--- src/rtl/taxi_pkg.sv ---
// ============================================================================
// Package : taxi_pkg
// Brief   : Widths, units and BCD helpers shared by the taxi fare datapath.
// Rev     : 1.0 - initial release
// ============================================================================
`default_nettype none

package taxi_pkg;

  localparam int FEE_W  = 14;
  localparam int BCD2_W = 8;
  localparam int FEE_UNIT = 1;  // one LSB of any fee value is 0.1 yuan
  localparam logic [3:0] BCD_DIGIT_MAX = 4'd9;
  localparam logic [BCD2_W-1:0] BCD2_MAX = 8'h99;

  // Two-digit BCD increment that sticks at 99 instead of wrapping.
  function automatic logic [BCD2_W-1:0] bcd2_inc(input logic [BCD2_W-1:0] v);
    logic [BCD2_W-1:0] r;
    if (v == BCD2_MAX)
      r = v;
    else if (v[3:0] == BCD_DIGIT_MAX)
      r = {v[7:4] + 4'd1, 4'd0};
    else
      r = {v[7:4], v[3:0] + 4'd1};
    return r;
  endfunction

endpackage

`default_nettype wire

--- src/rtl/bcd2_cnt.sv ---
// ============================================================================
// Module : bcd2_cnt
// Brief  : Two-digit saturating BCD up-counter with clear, increment and hold.
// Rev    : 1.0 - initial release
// ============================================================================
`default_nettype none

module bcd2_cnt
  import taxi_pkg::*;
(
  input  logic              clk,
  input  logic              rst,
  input  logic              clr,
  input  logic              inc,
  output logic [BCD2_W-1:0] q,
  output logic [BCD2_W-1:0] q_nxt,
  output logic              sat_o
);

  always_comb begin
    q_nxt = q;
    if (clr)
      q_nxt = '0;
    else if (inc)
      q_nxt = bcd2_inc(q);
  end

  // Flags saturation of the value about to be loaded so callers can register it.
  assign sat_o = (q_nxt == BCD2_MAX);

  always_ff @(posedge clk or posedge rst) begin
    if (rst)
      q <= '0;
    else
      q <= q_nxt;
  end

endmodule

`default_nettype wire

--- src/rtl/wait_fee_acc.sv ---
// ============================================================================
// Module : wait_fee_acc
// Brief  : Counts waiting minutes (BCD) and accrues the waiting surcharge.
// Rev    : 1.0 - initial release
// ============================================================================
`default_nettype none

module wait_fee_acc
  import taxi_pkg::*;
#(
  parameter int FREE_MIN      = 3,
  parameter int PRICE_PER_MIN = 10,
  parameter int FEE_MAX       = 9999
) (
  input  logic              clk,
  input  logic              rst,
  input  logic              en,
  input  logic              clr,
  input  logic              min_pulse,
  input  logic              max,
  output logic [BCD2_W-1:0] wait_min_bcd,
  output logic [FEE_W-1:0]  wait_fee,
  output logic              fee_tick,
  output logic              sat
);

  localparam logic [6:0]     FREE_INIT = 7'(FREE_MIN);
  localparam logic [FEE_W:0] PRICE_EXT = (FEE_W + 1)'(PRICE_PER_MIN);
  localparam logic [FEE_W:0] CAP_EXT   = (FEE_W + 1)'(FEE_MAX);

  logic             min_d;
  logic [6:0]       free_left;
  logic             tick;
  logic             qtick;
  logic             charge;
  logic [FEE_W:0]   fee_sum;
  logic [FEE_W-1:0] fee_nxt;
  logic [BCD2_W-1:0] min_nxt;
  logic             min_sat;

  // Both edges of the divider toggle mark a minute; clr and max drop the tick outright.
  assign tick   = min_pulse ^ min_d;
  assign qtick  = tick & en & ~max & ~clr;
  assign charge = qtick & (free_left == 7'd0);
  assign fee_sum = {1'b0, wait_fee} + PRICE_EXT;

  always_comb begin
    fee_nxt = wait_fee;
    if (clr)
      fee_nxt = '0;
    else if (charge)
      fee_nxt = (fee_sum > CAP_EXT) ? CAP_EXT[FEE_W-1:0] : fee_sum[FEE_W-1:0];
  end

  bcd2_cnt u_min_cnt (
    .clk   (clk),
    .rst   (rst),
    .clr   (clr),
    .inc   (qtick),
    .q     (wait_min_bcd),
    .q_nxt (min_nxt),
    .sat_o (min_sat)
  );

  always_ff @(posedge clk or posedge rst) begin
    if (rst) begin
      min_d     <= 1'b0;
      free_left <= FREE_INIT;
      wait_fee  <= '0;
      fee_tick  <= 1'b0;
      sat       <= 1'b0;
    end else begin
      min_d    <= min_pulse;
      wait_fee <= fee_nxt;
      fee_tick <= charge & (fee_nxt != wait_fee);
      sat      <= min_sat | (fee_nxt == CAP_EXT[FEE_W-1:0]);
      if (clr)
        free_left <= FREE_INIT;
      else if (qtick && free_left != 7'd0)
        free_left <= free_left - 7'd1;
    end
  end

endmodule

`default_nettype wire

--- config.mk ---
export PLATFORM = sky130hd
export DESIGN_NAME = wait_fee_acc
export DESIGN_NICKNAME = d
export VERILOG_FILES = /design/src/rtl/taxi_pkg.sv /design/src/rtl/bcd2_cnt.sv /design/src/rtl/wait_fee_acc.sv
export SDC_FILE = /design/constraint.sdc
export NUM_CORES = 1
export LEC_CHECK = 0
export BUFFER_PORTS_ARGS = -buffer_cell sky130_fd_sc_hd__clkbuf_2
export CORE_ASPECT_RATIO = 0.75
export CORE_MARGIN = 2
export CORE_UTILIZATION = 58
export DETAILED_ROUTE_END_ITERATION = 7
export PLACE_DENSITY = 0.89
export SLEW_MARGIN = 15
export SYNTH_ARGS = -nofsm -noshare
export SYNTH_HDL_FRONTEND = slang
export SYNTH_SLANG_ARGS = --single-unit
--- constraint.sdc ---
create_clock -name clk -period 2.8 [get_ports clk]
set_input_delay 0.42 -clock clk [delete_from_list [all_inputs] [get_ports clk]]
set_output_delay 0.42 -clock clk [all_outputs]
set_load 0.01 [all_outputs]
==> impl_metrics.py <==
metrics = {
    "sta": {
        "setup_tns_ps": 0,
        "fin_skew_ps": 7.00,
        "hold_viol": 0,
        "finalSetupViolations": 0,
        "finalWorstSetupSlack_ps": 176,
        "fmax_mhz": 381,
        "holdWs_ps": 200,
        "rsz0062_at_grt": "false",
        "finalMaxSlewViolations": 0,
        "min_period_ps": 2620,
        "period_share": 0.937,
        "maxSlewHeadroom": 0.635,
        "worst_pin_slew_ps": 546,
    },
    "clock_network": {
        "clockBufferDepth": 2,
        "clock_tree.root_cell": "clkbuf_8",
        "clk_latency_ps": 290,
        "htreeDepth": 2,
        "cts_made_buffers": 5,
        "hold_buffers": 0,
        "clkTransAtPathRegs_ps": 70,
        "cts_tree": "yes",
        "clock_sinks": 32,
    },
    "synth": {
        "synth_area_leader_cell": "dfrtp_1",
        "syn_nets": 306,
        "ys_types": 60,
        "ys_ff_latch": 32,
        "yosysSeqAreaShare": 0.330,
        "ys_warn_count": 0,
        "synth_area_leaders": "dfrtp_1 31%, nor2_1 5.2%, ha_1 3.6%, o21ai_0 3.3%, a21oi_1 2.7%",
        "netlist_instances": 293,
        "synth_edf_count": 0,
        "synthFlopType": "dfrtp_1",
        "avgSynthCellArea_um2": 8.32,
        "synth.top_cell.area_share": 0.308,
        "synth_async_sr_flop_share": 1.00,
        "syn_area_um2": 2440,
    },
    "layout": {
        "area_delta_synth_final_pct": 13.7,
        "drive_above_1_share": 0.194,
        "antenna_cells": 0,
        "nets": 331,
    },
    "power_and_ir_drop": {
        "irDropWorstVdd_mv": 0.342,
        "powerDensity_nw_per_um2": 364,
        "power.leakage_nw": 1.16,
    },
    "floorplanning": {
        "die_h_um": 60.1,
        "die_width_um": 78.9,
        "rows": 20,
        "start_util": 0.601,
        "core_um2": 4050,
        "io_pins": 30,
        "dieArea_um2": 4740,
    },
    "route": {
        "vias": 2439,
        "wl_per_cell_um": 17.5,
        "drcViolationCount": 0,
        "wirelength_um": 6540,
        "vias_per_cell": 6.52,
        "drt_iter0_drc": 283,
        "ant_nets": 0,
        "first_pass_iters": 5,
    },
    "worst_hold_path": {
        "min_path_type": "input pin to asynchronous set/reset pin",
    },
    "global_route": {
        "grt_pass1_wl_um": 10500,
        "overflow": 0,
        "grt.total_usage": 0.289,
        "grt_pass1_vias": 2124,
        "grt_max_degree": 36,
        "antenna_found_initial": 0,
    },
    "setup_path": {
        "crit_arrival_ps": 2800,
        "endpoint_kind": "flip-flop",
        "worstSetupStartpointType": "flip-flop",
        "crit_path_frequent_cell": "nand4_1",
        "crit_buf_inv": 1,
        "cp_slowest_cell": "dfrtp_1",
        "crit_required_ps": 2980,
        "crit_type": "flip-flop to flip-flop",
        "path_cells": "nand4_1 -> nor2_1 -> nand4_1 -> o21a_1 -> o21bai_1 -> buf_4 -> o2bb2ai_1 -> a31o_1",
        "path_max_fanout": 13,
        "critPathMaxStageDelay_ps": 610,
        "r2r_slack_ps": 180,
        "cp_top_family": "simple AND/OR/NAND/NOR gates",
    },
    "job": {
        "cap_violations": 0,
    },
    "placement": {
        "dp_worst_setup_slack_ps": 135,
        "dp_hpwl_um": 4520,
        "gp_congestion": 1.06,
        "port_buffers": 29,
    },
    "outcome": {
        "run_status": "finished clean",
    },
}
-- cell usage in the layout, fill, tap and decap left out, types with 6 or more instances in the layout --
master    Yosys  layout
nor2_1       34      34
dfrtp_1      30      29
clkbuf_2      0      29
nand2_1      17      17
o21ai_0      16      16
buf_4         0      14
a21oi_1      13      13
nand3_1      12      12
inv_1        10      10
nand4_1      10      10
nor3_1        9       9
xnor2_1       7       7
and2_1        7       7
clkbuf_8      0       7
nor4_1        6       6
ha_1          7       6
-- synthesized netlist by cell type (3+ instances only) --
cell type  number
a2111oi_0       3
a211oi_1        5
a21o_1          3
a21oi_1        13
a22oi_1         3
a31oi_1         5
and2_1          7
and3_1          4
and4_1          4
buf_2           7
clkbuf_1       16
dfrtp_1        30
ha_1            7
inv_1          10
mux2i_1         3
nand2_1        17
nand3_1        12
nand3b_1        3
nand4_1        10
nor2_1         34
nor3_1          9
nor3b_1         5
nor4_1          6
o211ai_1        3
o21a_1          3
o21ai_0        16
o21bai_1        3
or3_1           4
xnor2_1         7
xor2_1          4
-- flip-flops by register name (all words and copies together) (netlist names) --
signal       count
fee_tick         1
free_left        7
min_d            1
sat              1
u_min_cnt.q      8
wait_fee        14
-- logic make-up after synthesis --
group | Yosys count | synth area share
AOI/OAI and AO/OA | 75 | 0.209
xor gates and xnor gates | 12 | 0.0462
adders and majority gates | 7 | 0.0359
buffers and inverters | 35 | 0.0637
DFF | 32 | 0.330
muxes | 3 | 0.0123
and+or+nand+nor | 129 | 0.303
-- metrics by stage --
step           std cells  area (um2)   util  total power, W
6_report             374        2770  0.684         0.00101
2_1_floorplan        293        2440      -        0.000508
3_5_place_dp         366        2640  0.651        0.000522
5_1_grt              374        2770  0.684         0.00104
4_1_cts              374        2770  0.682         0.00101
3_3_place_gp         366        2640  0.651        0.000521
-- timing repair --
| item | CTS | global route |
|---|---|---|
| setup buffers | 0 | 0 |
| gates resized for setup | 0 | 4 |
| endpoints found under the setup margin | 0 | 1 |
-- final cells by class --
type                            count  area (um2)
Clock buffer                        7        96.3
Clock inverter                      1        30.0
Fill cell                         321        1280
Inverter                           10        37.5
Multi-Input combinational cell    226        1480
Sequential cell                    32         805
Tap cell                           55        68.8
Timing Repair Buffer               43         250
-- per-layer routing --
metal,GRT usage,up-vias,part of all wire
met4,0.0764,0,0.018
met2,0.403,155,0.43
met3,0.0952,18,0.11
li1,-,1124,-
met5,0,-,0
met1,0.428,1142,0.45
-- worst min-delay path, stage by stage --
cell      delay [ps]
clkbuf_2          80
inv_1             50
buf_4            370
-- path summary, 6_finish.rpt --
check                               endpoint          from  cells after the start
worst max-delay path                     sat   wait_fee[6]                      8
worst min-delay path            free_left[6]           rst                      3
worst max register to register           sat   wait_fee[6]                      8
worst min register to register  free_left[5]  free_left[5]                      2
max in group asynchronous       free_left[0]           rst                      3
min in group clk                       min_d     min_pulse                      1
-- report_power, final --
| group | internal, W | switching, W | leakage (nW) |
|---|---|---|---|
| clock network | 0.000314 | 0.000182 | 0.0645 |
| registers | 0.000466 | 0.00000267 | 0.436 |
| logic | 0.0000128 | 0.0000316 | 0.655 |
(Power assumes the default switching activity.)
